## src/rtl/vga_timing_gen.sv

```systemverilog
// Parametrised VGA raster timing generator: h/v counters, region decode,
// registered sync/visible/coordinate outputs, line/frame/vsync strobes.
module vga_timing_gen #(
  parameter int H_VIS   = 640,
  parameter int H_FP    = 16,
  parameter int H_SYNC  = 96,
  parameter int H_BP    = 48,
  parameter int V_VIS   = 480,
  parameter int V_FP    = 10,
  parameter int V_SYNC  = 2,
  parameter int V_BP    = 33,
  parameter bit H_POL   = 1'b0,
  parameter bit V_POL   = 1'b0,
  parameter int CNT_W   = 12,
  parameter int FRAME_W = 10
) (
  input  logic               clk,
  input  logic               nrst,
  input  logic               pixEn,
  output logic               hSync,
  output logic               vSync,
  output logic               vis,
  output logic [CNT_W-1:0]   pixX,
  output logic [CNT_W-1:0]   pixY,
  output logic               lineEnd,
  output logic               frameEnd,
  output logic               vSyncEnd,
  output logic [FRAME_W-1:0] frameCount
);

  localparam int H_TOTAL = H_VIS + H_FP + H_SYNC + H_BP;
  localparam int V_TOTAL = V_VIS + V_FP + V_SYNC + V_BP;

  // A zero-length region or a total that cannot be counted is a mode error.
  if (H_VIS <= 0 || H_FP <= 0 || H_SYNC <= 0 || H_BP <= 0 ||
      V_VIS <= 0 || V_FP <= 0 || V_SYNC <= 0 || V_BP <= 0 ||
      CNT_W <= 0 || FRAME_W <= 0) begin : gZeroParam
    $error("vga_timing_gen: every timing/width parameter must be non-zero");
  end
  if (longint'(H_TOTAL) > (longint'(1) << CNT_W) ||
      longint'(V_TOTAL) > (longint'(1) << CNT_W)) begin : gTotalTooBig
    $error("vga_timing_gen: H_TOTAL or V_TOTAL exceeds 2**CNT_W");
  end

  localparam logic [CNT_W-1:0] H_VIS_C    = CNT_W'(H_VIS);
  localparam logic [CNT_W-1:0] H_SYNC_BEG = CNT_W'(H_VIS + H_FP);
  localparam logic [CNT_W-1:0] H_SYNC_END = CNT_W'(H_VIS + H_FP + H_SYNC);
  localparam logic [CNT_W-1:0] H_LAST     = CNT_W'(H_TOTAL - 1);
  localparam logic [CNT_W-1:0] V_VIS_C    = CNT_W'(V_VIS);
  localparam logic [CNT_W-1:0] V_SYNC_BEG = CNT_W'(V_VIS + V_FP);
  localparam logic [CNT_W-1:0] V_SYNC_END = CNT_W'(V_VIS + V_FP + V_SYNC);
  localparam logic [CNT_W-1:0] V_SYNC_LST = CNT_W'(V_VIS + V_FP + V_SYNC - 1);
  localparam logic [CNT_W-1:0] V_LAST     = CNT_W'(V_TOTAL - 1);

  logic [CNT_W-1:0] hCnt, vCnt;
  logic [CNT_W-1:0] hCntNext, vCntNext;
  logic             hWrap, vWrap;
  logic             hActive, vActive, visNow;

  // Region decode of the present counter state; registered below so every
  // output is aligned to the same (hCnt, vCnt) sample.
  always_comb begin
    hWrap    = (hCnt == H_LAST);
    vWrap    = (vCnt == V_LAST);
    hCntNext = hWrap ? '0 : hCnt + CNT_W'(1);
    vCntNext = vCnt;
    if (hWrap) begin
      vCntNext = vWrap ? '0 : vCnt + CNT_W'(1);
    end
    hActive  = (hCnt >= H_SYNC_BEG) && (hCnt < H_SYNC_END);
    vActive  = (vCnt >= V_SYNC_BEG) && (vCnt < V_SYNC_END);
    visNow   = (hCnt < H_VIS_C) && (vCnt < V_VIS_C);
  end

  always_ff @(posedge clk) begin
    if (!nrst) begin
      hCnt       <= '0;
      vCnt       <= '0;
      pixX       <= '0;
      pixY       <= '0;
      vis        <= 1'b0;
      hSync      <= ~H_POL;
      vSync      <= ~V_POL;
      lineEnd    <= 1'b0;
      frameEnd   <= 1'b0;
      vSyncEnd   <= 1'b0;
      frameCount <= '0;
    end else if (pixEn) begin
      hCnt     <= hCntNext;
      vCnt     <= vCntNext;
      pixX     <= hCnt;
      pixY     <= vCnt;
      vis      <= visNow;
      hSync    <= hActive ? H_POL : ~H_POL;
      vSync    <= vActive ? V_POL : ~V_POL;
      lineEnd  <= hWrap;
      frameEnd <= hWrap && vWrap;
      vSyncEnd <= hWrap && (vCnt == V_SYNC_LST);
      if (hWrap && vWrap) begin
        frameCount <= frameCount + FRAME_W'(1);
      end
    end else begin
      // Stalled pixel: hold everything, but strobes must not repeat.
      lineEnd  <= 1'b0;
      frameEnd <= 1'b0;
      vSyncEnd <= 1'b0;
    end
  end

endmodule

```

## config.mk

```make
export PLATFORM = sky130hd
export DESIGN_NAME = vga_timing_gen
export DESIGN_NICKNAME = d
export VERILOG_FILES = /design/src/rtl/vga_timing_gen.sv
export SDC_FILE = /design/constraint.sdc
export NUM_CORES = 1
export LEC_CHECK = 0
export BUFFER_PORTS_ARGS = -buffer_cell sky130_fd_sc_hd__buf_2
export CAP_MARGIN = 20
export CORE_MARGIN = 2
export CORE_UTILIZATION = 30
export CTS_CLUSTER_DIAMETER = 80
export DETAILED_ROUTE_END_ITERATION = 10
export GPL_TIMING_DRIVEN = 0
export PLACE_DENSITY = 0.45
export SLEW_MARGIN = 5
export SYNTH_ARGS = -nofsm -noshare
export SYNTH_HDL_FRONTEND = slang
export SYNTH_SLANG_ARGS = --single-unit
```

## constraint.sdc

```tcl
create_clock -name clk -period 3.37 [get_ports clk]
set_clock_uncertainty 0.05 [all_clocks]
set_input_delay 0.5055 -clock clk [delete_from_list [all_inputs] [get_ports clk]]
set_output_delay 0.5055 -clock clk [all_outputs]
set_load 0.02 [all_outputs]
```

# ---- Yosys cells after proc, flatten, opt, wreduce, memory -nomap -nowiden
# Index checks and enable logic that the tools add are counted.
# Widths: inputs -> output; s select.
dict set report totals {
  elab_cells 35
  register_bits 64
  input_bits 3
  output_inout_bits 40
}
dict set report op_classes {
  eq_ne 3
  addsub 3
  n_reduce_logical 8
  muxes 4
  order_cmp 6
}
# cell count
set ops {}
lappend ops {{$add 12x1->12 const B} 2}
lappend ops {{$eq 12x10->1 const B} 2}
lappend ops {{$lt 12x10->1 const B} 2}
lappend ops {{$lt 12x9->1 const B} 2}
lappend ops {{$mux 12} 2}
lappend ops {{$eq 12x9->1 const B} 1}
lappend ops {{$ge 12x10->1 const B} 1}
lappend ops {{$ge 12x9->1 const B} 1}
lappend ops {{$add 10x1->10 const B} 1}
lappend ops {{$reduce_and 2->1} 3}
lappend ops {{$logic_and 1x1->1} 5}
lappend ops {{$mux 1} 2}

# ---- Depth between registers and ports, before layout
dict set report depth {
  depth_word 3
  ltp_mapped 7
  mapped_depth_nobuf 6
}

# ---- Worst setup path before layout
# OpenSTA, ideal clock, no wires.
dict set report synth_path {
  path_kind {register to register}
  startpoint {register vCnt[0]}
  endpoint {register frameCount[3]}
  synth_period_minus_slack_ps 2348
  path_buffers 0
  required_time_ps 3250
  arrival_time_ps 2227
  stages_incl_launch_ff 7
  setup_ps 70
  setup_slack_ps 1022
  path_cell_list {dfxtp_1 inv_1 ha_1 or3b_2 or4_2 or4_1 a21oi_1}
}
dict set report synth_via {
  elab_chain_len 3
}
# element line_no
set synth_rtl {}
lappend synth_rtl {{start: declaration} 55} ;# logic [CNT_W-1:0] hCnt, vCnt;
lappend synth_rtl {{start signal: assignment} 90} ;# vCnt <= vCntNext;
lappend synth_rtl {{$eq 12x10->1} 64} ;# vWrap = (vCnt == V_LAST);
lappend synth_rtl {{$logic_and 1x1->1} 99} ;# if (hWrap && vWrap) begin
lappend synth_rtl {{$reduce_and 2->1 (no source line)} --}
lappend synth_rtl {{end signal: assignment} 100} ;# frameCount <= frameCount + FRAME_W'(1);
lappend synth_rtl {{end: declaration} 28} ;# output logic [FRAME_W-1:0] frameCount
# Every way passes these cells.
# A chain may end at the register's enable or synchronous reset.

# ---- Worst setup path in the final report
dict set report layout_path {
  startpoint {register vCnt[0]}
  endpoint {register vCnt[3]}
}
dict set report layout_via {
  elab_chain_len 2
  elab_cells_between_ends 3
  classes_between {1 x add/sub; 1 x eq/ne; 1 x mux}
}
# element line_no
set layout_rtl {}
lappend layout_rtl {{$add 12x1->12 or $eq 12x10->1 (tied branches)} {68, 64}}
lappend layout_rtl {{$mux 12 (*)} 68} ;# vCntNext = vWrap ? '0 : vCnt + CNT_W'(1);
# Mark *: on every way between the ends. The rest lies on a longest branch, timed or not.

==> metrics.txt <==
Layout area overhead 23.1%; core area between 0.009 and 0.01 mm2; cell count after placement 484; asr flop ratio synth 0%; Cell Rows 35; Pre-antenna DRT Iters 4; Starting Density 30.8%; die width around 100 um; nets between 300 and 400; Die H between 100 and 150 um; Commonest cells post-synth 64 x dfxtp_1, 39 x nor2_1, 25 x mux2i_1; Final TNS setup 0 ns; sw frac between 20% and 30%; # port buffers about 40; H-tree Lvls 3; Max Freq 352 MHz; max-cap violation count 0; CTS Buf Count 9; worst slew pin tran 0.755 ns; Clock Power Share between 50% and 60%; Avg Cell Area, Syn ~9.1 um2; Yosys top cell area share between 40% and 50%; sequential power share between 40% and 50%; crit path max-delay cell type o21ai_1; placed inst area around 0.0032 mm2; clock root cell clkbuf_8; largest net degree at the start of global routing 13; # IOs 43; vias about 2.4k; # resized after CTS 0; Final Setup Violations 0; clk sink count between 60 and 70; sequential fraction of the synthesis area 45.0%; Yosys reg bits 64; CP Cell Sequence inv_1, ha_1, or3b_2, or3_2, clkbuf_1, o21ai_1, a21oi_1; ANT cells 0; Cell Pwr Density between 500 and 600 mW/mm2; Synth Instances 314; yosys warns 0; Die Area 0.0103 mm2; P_sw 0.000359 W; post-layout worst setup margin 0.527 ns; Synth Flop Type dfxtp_1; status finished clean; CTS tree built; routed wire length 7080 um; Post-synth EDFFs 0; clock buffer depth 2; Max IR drop VDD 206 uV; hold buffers post-CTS 0; Mapped Nets ~320; top cells by area, synth dfxtp_1 45%, mux2i_1 8.8%, nor2_1 5.1%, a21oi_1 4.2%, or4_1 3.2%; leakage power approximately 1.4 nW; dpl hpwl 5050 um; Post CTS Setup Buffer Count 0; Fillers roughly 1000; largest stage delay on the critical path around 0.65 ns; CP Data Required Time 3.52 ns; most frequent cell after synthesis dfxtp_1; first-pass GRT wire length around 12000 um; design area about 0.0035 mm2; Post-DRT Antenna Nets 0; antenna violations before repair 0; Vias per Instance between 4 and 5; GRT Total Usage roughly 15%; Synth cell types 43; gr ovfl total 0; Clock transition at path regs ~0.08 ns; Pint between 0.001 and 0.0015 W; Syn Std Cell Area around 0.0028 mm2; fin cells 500; drt wl/cell 14.2 um; biggest area consumer among synthesized cells dfxtp_1; crit path capture type register; worst hold path type input port to register; Gate power share around 2.7%; Setup CP Type register to register; Place WS about 0.53 ns; number of global-route vias before repair 2232; routability congestion estimate between 0.7 and 0.8; Critical Path Start Type register; number of remaining DRC errors 0; worst-path fanout max 10; max_slew headroom between 40% and 50%; Critical Path AT roughly 3 ns; layout cells sized above 1 between 10% and 20%; post-route clock period utilization between 80 and 90%; DR iter-0 viols 95; clock latency on the worst-skew pair approximately 0.35 ns; Final Critical Period 2.84 ns; unrepaired setup endpoints after global routing no; Final Hold Viols 0; fin. max-slew vios 0
==> state kept, by name (all words and copies together), names as in the netlist <==
register / cells
vCnt: 12
vSyncEnd: 1
lineEnd: 1
frameEnd: 1
hSync: 1
frameCount: 10
vSync: 1
pixX: 12
pixY: 12
hCnt: 12
vis: 1
==> logic make-up (layout without fill, tap and decap cells) <==
kind of cell	Yosys count	after routing	share of synthesized area, %
and+or+nand+nor	131	131	26.4
DFF	64	64	45.0
AOI/OAI and AO/OA	47	47	9.14
buffers and inverters	30	87	4.66
muxes	25	25	8.79
xor gates and xnor gates	11	11	3.38
adders and majority gates	6	6	2.64
==> metrics by stage <==
stage | hold slack [ns] | util, % | total power, W
global route | 0.355 | 37.9 | 0.00184
CTS | 0.342 | 37.9 | 0.00180
global placement | 0.423 | 34.8 | 0.000830
finish | 0.361 | 37.9 | 0.00178
floorplan | 0.424 | - | 0.000814
detailed placement | 0.428 | 34.8 | 0.000830
==> routing by layer <==
layer	routed length (um)	GRT usage [%]	part of all wire [%]	vias up
met4	114	6.44	1.6	0
met3	221	3.38	3.1	9
met1	3700	21.4	52	1114
met2	3050	20.6	43	38
li1	-	-	-	1229
met5	0	0	0	-
==> path summary, 6_finish.rpt <==
kind / start / endpoint / slack (ns) / depth (start not counted)
hold reg to reg: frameCount[9] / frameCount[9] / 0.43 / 2
hold / removal: nrst / vSync / 0.36 / 2
setup reg to reg: vCnt[0] / vCnt[3] / 0.53 / 7
setup / recovery: vCnt[0] / vCnt[3] / 0.53 / 7
==> cell type report <==
cell class / instances / area [um2] / area share (%)
tap: 129 / 161 / 4.60
inverter: 12 / 45.0 / 1.28
clock buffer: 9 / 124 / 3.53
sequential: 64 / 1280 / 36.5
multi-input combinational: 220 / 1430 / 40.9
timing repair buffer: 41 / 205 / 5.85
clock inverter: 7 / 168 / 4.78
buffer: 18 / 87.6 / 2.50
==> critical path: cells and delay by family (launching register included) <==
| family | cells | cell delay (ns) |
|---|---|---|
| AND/OR/NAND/NOR | 2 | 0.97 |
| AO/OA/AOI/OAI | 2 | 0.74 |
| flip-flops | 1 | 0.38 |
| buffers and inverters | 2 | 0.38 |
| adder cells (fa/ha/maj) | 1 | 0.16 |
==> power by group through the flow <==
stage | Sequential (W) | Clock [W] | Combinational [W]
floorplan | 0.000782 | 0 | 0.0000325
global placement | 0.000781 | 0 | 0.0000494
detailed placement | 0.000781 | 0 | 0.0000496
CTS | 0.000763 | 0.000992 | 0.0000498
global route | 0.000763 | 0.00102 | 0.0000543
finish | 0.000763 | 0.000966 | 0.0000487
==> layout by cell type (no fill, tap or decap), types with 3 or more instances in the layout <==
cell | Yosys | final
nor2_1 | 39 | 39
buf_1 | 4 | 4
nand2_1 | 14 | 14
bufinv_16 | 0 | 5
buf_2 | 1 | 42
dfxtp_1 | 64 | 64
inv_1 | 11 | 11
xnor2_1 | 8 | 8
o21ai_0 | 13 | 13
or3_1 | 7 | 7
and3_1 | 4 | 4
nor4_1 | 3 | 3
a21oi_1 | 24 | 24
clkbuf_1 | 10 | 10
nand4_1 | 11 | 11
or4_1 | 12 | 12
o31ai_1 | 7 | 7
nand3_1 | 15 | 15
nand2b_1 | 3 | 3
nor3_1 | 6 | 6
ha_1 | 6 | 6
mux2i_1 | 25 | 25
clkbuf_8 | 1 | 10
xor2_1 | 3 | 3
Power figures use the tool's default switching activity.
